--- src/rtl/sorted_list_streamer_pkg.sv ---
// Types and helpers shared between the list sorter and the sorted-list streamer.
package sorted_list_streamer_pkg;

  localparam int unsigned DataWidth = 32;
  localparam int unsigned Length    = 8;

  typedef logic [DataWidth-1:0] elem_t;
  typedef elem_t [Length-1:0]   vec_t;

  typedef enum logic {StIdle, StStream} state_e;

  // A requested length of 0, or one larger than the vector, means the whole vector.
  function automatic int unsigned clamp_len(int unsigned len, int unsigned length);
    return (len == 0 || len > length) ? length : len;
  endfunction

endpackage

--- src/rtl/sorted_list_streamer.sv ---
// Captures a sorted vector on sort_done and replays its first K elements as a
// valid/ready stream, tagging each beat with its index and a last flag.
module sorted_list_streamer
  import sorted_list_streamer_pkg::*;
#(
  parameter int unsigned DATA_WIDTH = 32,
  parameter int unsigned LENGTH = 8,
  localparam int unsigned LENGTH_WIDTH = $clog2(LENGTH)
) (
  input  logic                                 clk,
  input  logic                                 rst,
  input  logic [LENGTH-1:0][DATA_WIDTH-1:0]    data_sorted,
  input  logic                                 sort_done,
  input  logic [LENGTH_WIDTH:0]                stream_len,
  output logic [DATA_WIDTH-1:0]                out_data,
  output logic [LENGTH_WIDTH-1:0]              out_idx,
  output logic                                 out_valid,
  input  logic                                 out_ready,
  output logic                                 out_last,
  output logic                                 busy,
  output logic                                 overrun
);

  localparam int unsigned LimitWidth = LENGTH_WIDTH + 1;

  state_e                           state_q, state_d;
  logic [LENGTH-1:0][DATA_WIDTH-1:0] buf_q, buf_d;
  logic [LENGTH_WIDTH-1:0]          idx_q, idx_d;
  logic [LimitWidth-1:0]            limit_q, limit_d;
  logic                             overrun_q, overrun_d;
  logic                             is_last, xfer, capture;

  always_ff @(posedge clk or posedge rst) begin
    if (rst) begin
      state_q   <= StIdle;
      buf_q     <= '0;
      idx_q     <= '0;
      limit_q   <= '0;
      overrun_q <= 1'b0;
    end else begin
      state_q   <= state_d;
      buf_q     <= buf_d;
      idx_q     <= idx_d;
      limit_q   <= limit_d;
      overrun_q <= overrun_d;
    end
  end

  always_comb begin
    is_last   = (state_q == StStream) && ({1'b0, idx_q} == limit_q - LimitWidth'(1));
    xfer      = (state_q == StStream) && out_ready;
    capture   = 1'b0;
    state_d   = state_q;
    buf_d     = buf_q;
    idx_d     = idx_q;
    limit_d   = limit_q;
    overrun_d = 1'b0;
    unique case (state_q)
      StIdle: capture = sort_done;
      StStream: begin
        if (xfer && is_last) begin
          // A new list arriving with the final beat is taken back-to-back.
          capture = sort_done;
          if (!sort_done) begin
            state_d = StIdle;
            idx_d   = '0;
          end
        end else begin
          if (xfer) idx_d = idx_q + LENGTH_WIDTH'(1);
          overrun_d = sort_done;
        end
      end
      default: state_d = StIdle;
    endcase
    if (capture) begin
      buf_d   = data_sorted;
      idx_d   = '0;
      limit_d = LimitWidth'(clamp_len(32'(stream_len), LENGTH));
      state_d = StStream;
    end
  end

  always_comb begin
    out_valid = (state_q == StStream);
    busy      = (state_q == StStream);
    out_last  = is_last;
    out_data  = buf_q[idx_q];
    out_idx   = idx_q;
    overrun   = overrun_q;
  end

endmodule

--- config.mk ---
export PLATFORM = sky130hd
export DESIGN_NAME = sorted_list_streamer
export DESIGN_NICKNAME = d
export VERILOG_FILES = /design/src/rtl/sorted_list_streamer_pkg.sv /design/src/rtl/sorted_list_streamer.sv
export SDC_FILE = /design/constraint.sdc
export NUM_CORES = 1
export LEC_CHECK = 0
export ABC_CLOCK_PERIOD_IN_PS = 22200
export BUFFER_PORTS_ARGS = -buffer_cell sky130_fd_sc_hd__buf_2
export CORE_UTILIZATION = 58
export CTS_CLUSTER_SIZE = 24
export DETAILED_ROUTE_END_ITERATION = 10
export GPL_TIMING_DRIVEN = 0
export PLACE_DENSITY_LB_ADDON = 0.12
export SETUP_SLACK_MARGIN = 0.15
export SLEW_MARGIN = 20
export SYNTH_ARGS = -nofsm -noshare
export SYNTH_HDL_FRONTEND = slang
export SYNTH_SLANG_ARGS = --single-unit
--- constraint.sdc ---
create_clock -name clk -period 22.2 [get_ports clk]
set_clock_uncertainty 0.2 [all_clocks]
set_input_delay 1.11 -clock clk [delete_from_list [all_inputs] [get_ports clk]]
set_output_delay 1.11 -clock clk [all_outputs]
set_load 0.01 [all_outputs]
==> out/metrics.csv <==
stage,metric,value,unit
outcome,status,"finished, final reports clean",
logic_synthesis,ys_async_sr_fraction,1.000,
detailed_routing,via_count,7564,
clock_network,cts_root_buf,clkbuf_16,
clock_network,clock_latency,0.52,ns
floorplan,start_util,0.5989,
finish,stdcell_count,1347,
clock_network,cts_buffer_depth,3,
detailed_routing,postRouteAntennaNets,0,
logic_synthesis,ys_seq_elements,265,
power,p_leak,7.405,nW
logic_synthesis,netlist_area,12710,sq um
worst_setup_path,worstPathCellList,"buf_2, clkbuf_1, clkbuf_1, mux4_2, mux2_2, buf_2",
floorplan,die_h,150.0,um
placed_design,pre_cts_slack,17.79,ns
worst_setup_path,regToRegStartpoint,limit_q[0],
floorplan,dieArea,22510,sq um
logic_synthesis,avgSynthCellArea,18.00,sq um
floorplan,io_pins,303,
global_routing,grt_pass1_vias,8236,
logic_synthesis,yosysTopAreaCellShare,0.5218,
detailed_routing,first_pass_iters,6,
logic_synthesis,synthesis.nets,972,
global_routing,grt_max_degree,90,
logic_synthesis,synth_cell_types,27,
timing,worst_pin_slew,1.006,ns
logic_synthesis,synthTopCellsByCount,"265 x dfrtp_1, 197 x mux2_4, 92 x mux2_2, 64 x mux4_2, 23 x buf_6",
global_routing,antenna_found_initial,13,
clock_network,holdBufCountCts,0,
logic_synthesis,yosysWarnings,0,
global_routing,grtUsageTotal,0.2876,
job,maxCapViolCount,0,
worst_setup_path,startpoint,out_idx[1],
detailed_routing,drc,0,
logic_synthesis,yosysMostFrequentCell,dfrtp_1,
finish,fin_nets,1307,
worst_setup_path,critPathKind,register to primary output,
finish,nFillCells,1427,
floorplan,rows,53,
power,ir_drop,79.98,uV
timing,rsz0062_at_grt,false,
logic_synthesis,yosysTopAreaCell,dfrtp_1,
timing,finalHoldViolations,0,
worst_hold_path,holdCritStartpoint,buf_q[236],
worst_setup_path,end_kind,primary output,
timing,tns,0,ns
placed_design,dpl.hpwl,22100,um
clock_network,htree_levels,1,
finish,drive_gt1_frac,0.6965,
timing,finalCriticalPeriod,4.905,ns
worst_setup_path,cp.required,20.89,ns
detailed_routing,vias_per_cell,5.615,
floorplan,die_width,150.0,um
power,p_per_area,156.0,nW/um^2
logic_synthesis,yosysSeqAreaShare,0.5218,
clock_network,cts.reportedPaths.clkPinSlew,0.06,ns
clock_network,cts.sinks,265,
worst_hold_path,min_path_type,register to register,
placed_design,place.gp.congestion,0.7984,
clock_network,cts_setup_buffers,0,
logic_synthesis,syn_inst,706,
worst_setup_path,slowest_stage,clkbuf_1,
placed_design,port_buffers,302,
global_routing,gr-total-overflow,0,
timing,slew_viol_final,0,
logic_synthesis,ys.flop_type,dfrtp_1,
worst_setup_path,arrival,3.59,ns
finish,regArea,6631,sq um
timing,maxSlewHeadroom,0.3291,
finish,areaGrowthSynthToFinish,23.16,%
clock_network,post_cts_resized,0,
timing,max_clock_freq,0.2039,GHz
power,total_power,2.442,mW
detailed_routing,routedWlPerCell,23.34,um
clock_network,tritoncts,built,
clock_network,numCtsBuffers,28,
logic_synthesis,synthTopCellsByArea,"dfrtp_1 52%, mux2_4 23%, mux4_2 11%",
floorplan,core,21220,sq um
detailed_routing,drt_iter0_markers,343,
timing,report.final.setup_viol,0,
placed_design,dp_cells,1286,
worst_setup_path,path_max_fanout,10,
detailed_routing,wirelength,31430,um
global_routing,grt_pass1_wl,47580,um
logic_synthesis,synth-edff-count,0,
worst_setup_path,cpPeakStageDelay,0.72,ns
timing,finalWorstSetupSlack,17.30,ns
finish,multi_input_area,5683,sq um
timing,post-route-period-util,0.2209,
worst_setup_path,cp-start-kind,register,
## state kept, by name (all words and copies together) (netlist names)
name     count
out_idx      3
busy         1
buf_q      256
overrun      1
limit_q      4
## routing by layer
metal / vias up / share of wire / global-route usage
li1: 3318 / - / -
met5: - / 0.0017 / 0
met4: 8 / 0.025 / 0.08333
met1: 3915 / 0.42 / 0.3914
met2: 266 / 0.49 / 0.4632
met3: 57 / 0.072 / 0.06738
## kinds of logic after synthesis
| kind of cell | Yosys count | synth area share |
|---|---|---|
| AO/OA/AOI/OAI | 8 | 0.005415 |
| XOR/XNOR | 3 | 0.002068 |
| adder cells (fa/ha/maj) | 2 | 0.001969 |
| buffers and inverters | 54 | 0.03101 |
| flip-flops | 265 | 0.5218 |
| multiplexers | 357 | 0.4308 |
| AND/OR/NAND/NOR | 17 | 0.006891 |
## layout make-up
cell class | count | area share
Tap cell | 275 | 0.02198
Antenna cell | 11 | 0.001759
Sequential cell | 265 | 0.4237
Clock inverter | 8 | 0.007355
Clock buffer | 42 | 0.05460
Inverter | 4 | 0.001439
Buffer | 50 | 0.02422
Timing Repair Buffer | 305 | 0.1018
Multi-Input combinational cell | 387 | 0.3631
## worst max-delay path, delay by kind of cell, from the launching register on
family / cells / cell delay, ns
buffers and inverters: 4 / 1.83
multiplexers: 2 / 0.74
flip-flops: 1 / 0.49
## metrics by stage
stage	instance area (sq um)	hold WS (ns)	util
global placement	14560	0.2846	0.6863
floorplan	12710	0.2754	-
global route	15640	0.3154	0.7370
detailed placement	14650	0.2879	0.6906
CTS	15620	0.3064	0.7363
finish	15650	0.3033	0.7376
## where the power goes
group / leakage [nW] / internal (mW) / total [mW] / switching (mW)
clock network: 0.483 / 0.299 / 0.487 / 0.189
registers: 3.23 / 0.724 / 0.859 / 0.135
logic: 3.69 / 0.691 / 1.10 / 0.405
total: 7.40 / 1.71 / 2.44 / 0.729
## cell usage in the layout, fill, tap and decap left out, drive strengths merged, types with 3 or more instances in the layout
| cell | count |
|---|---|
| mux2i | 4 |
| mux2 | 289 |
| dfrtp | 265 |
| mux4 | 64 |
| xor2 | 3 |
| buf | 344 |
| inv | 4 |
| and3 | 3 |
| clkbuf | 53 |
| nand2 | 3 |
| bufinv | 3 |
| nor2 | 3 |
| clkinv | 5 |
| diode | 11 |
## final timing paths
kind                                     end  slack [ns]  cells after the start
worst max register to register     buf_q[60]       19.46                     10
max in group asynchronous          buf_q[48]       20.40                      4
worst min register to register    buf_q[236]        0.30                      1
min in group asynchronous         buf_q[189]        0.39                      2
worst max-delay path            out_data[20]       17.30                      6
worst min-delay path              buf_q[236]        0.30                      1
No activity file was read; power rests on OpenSTA's default activity.
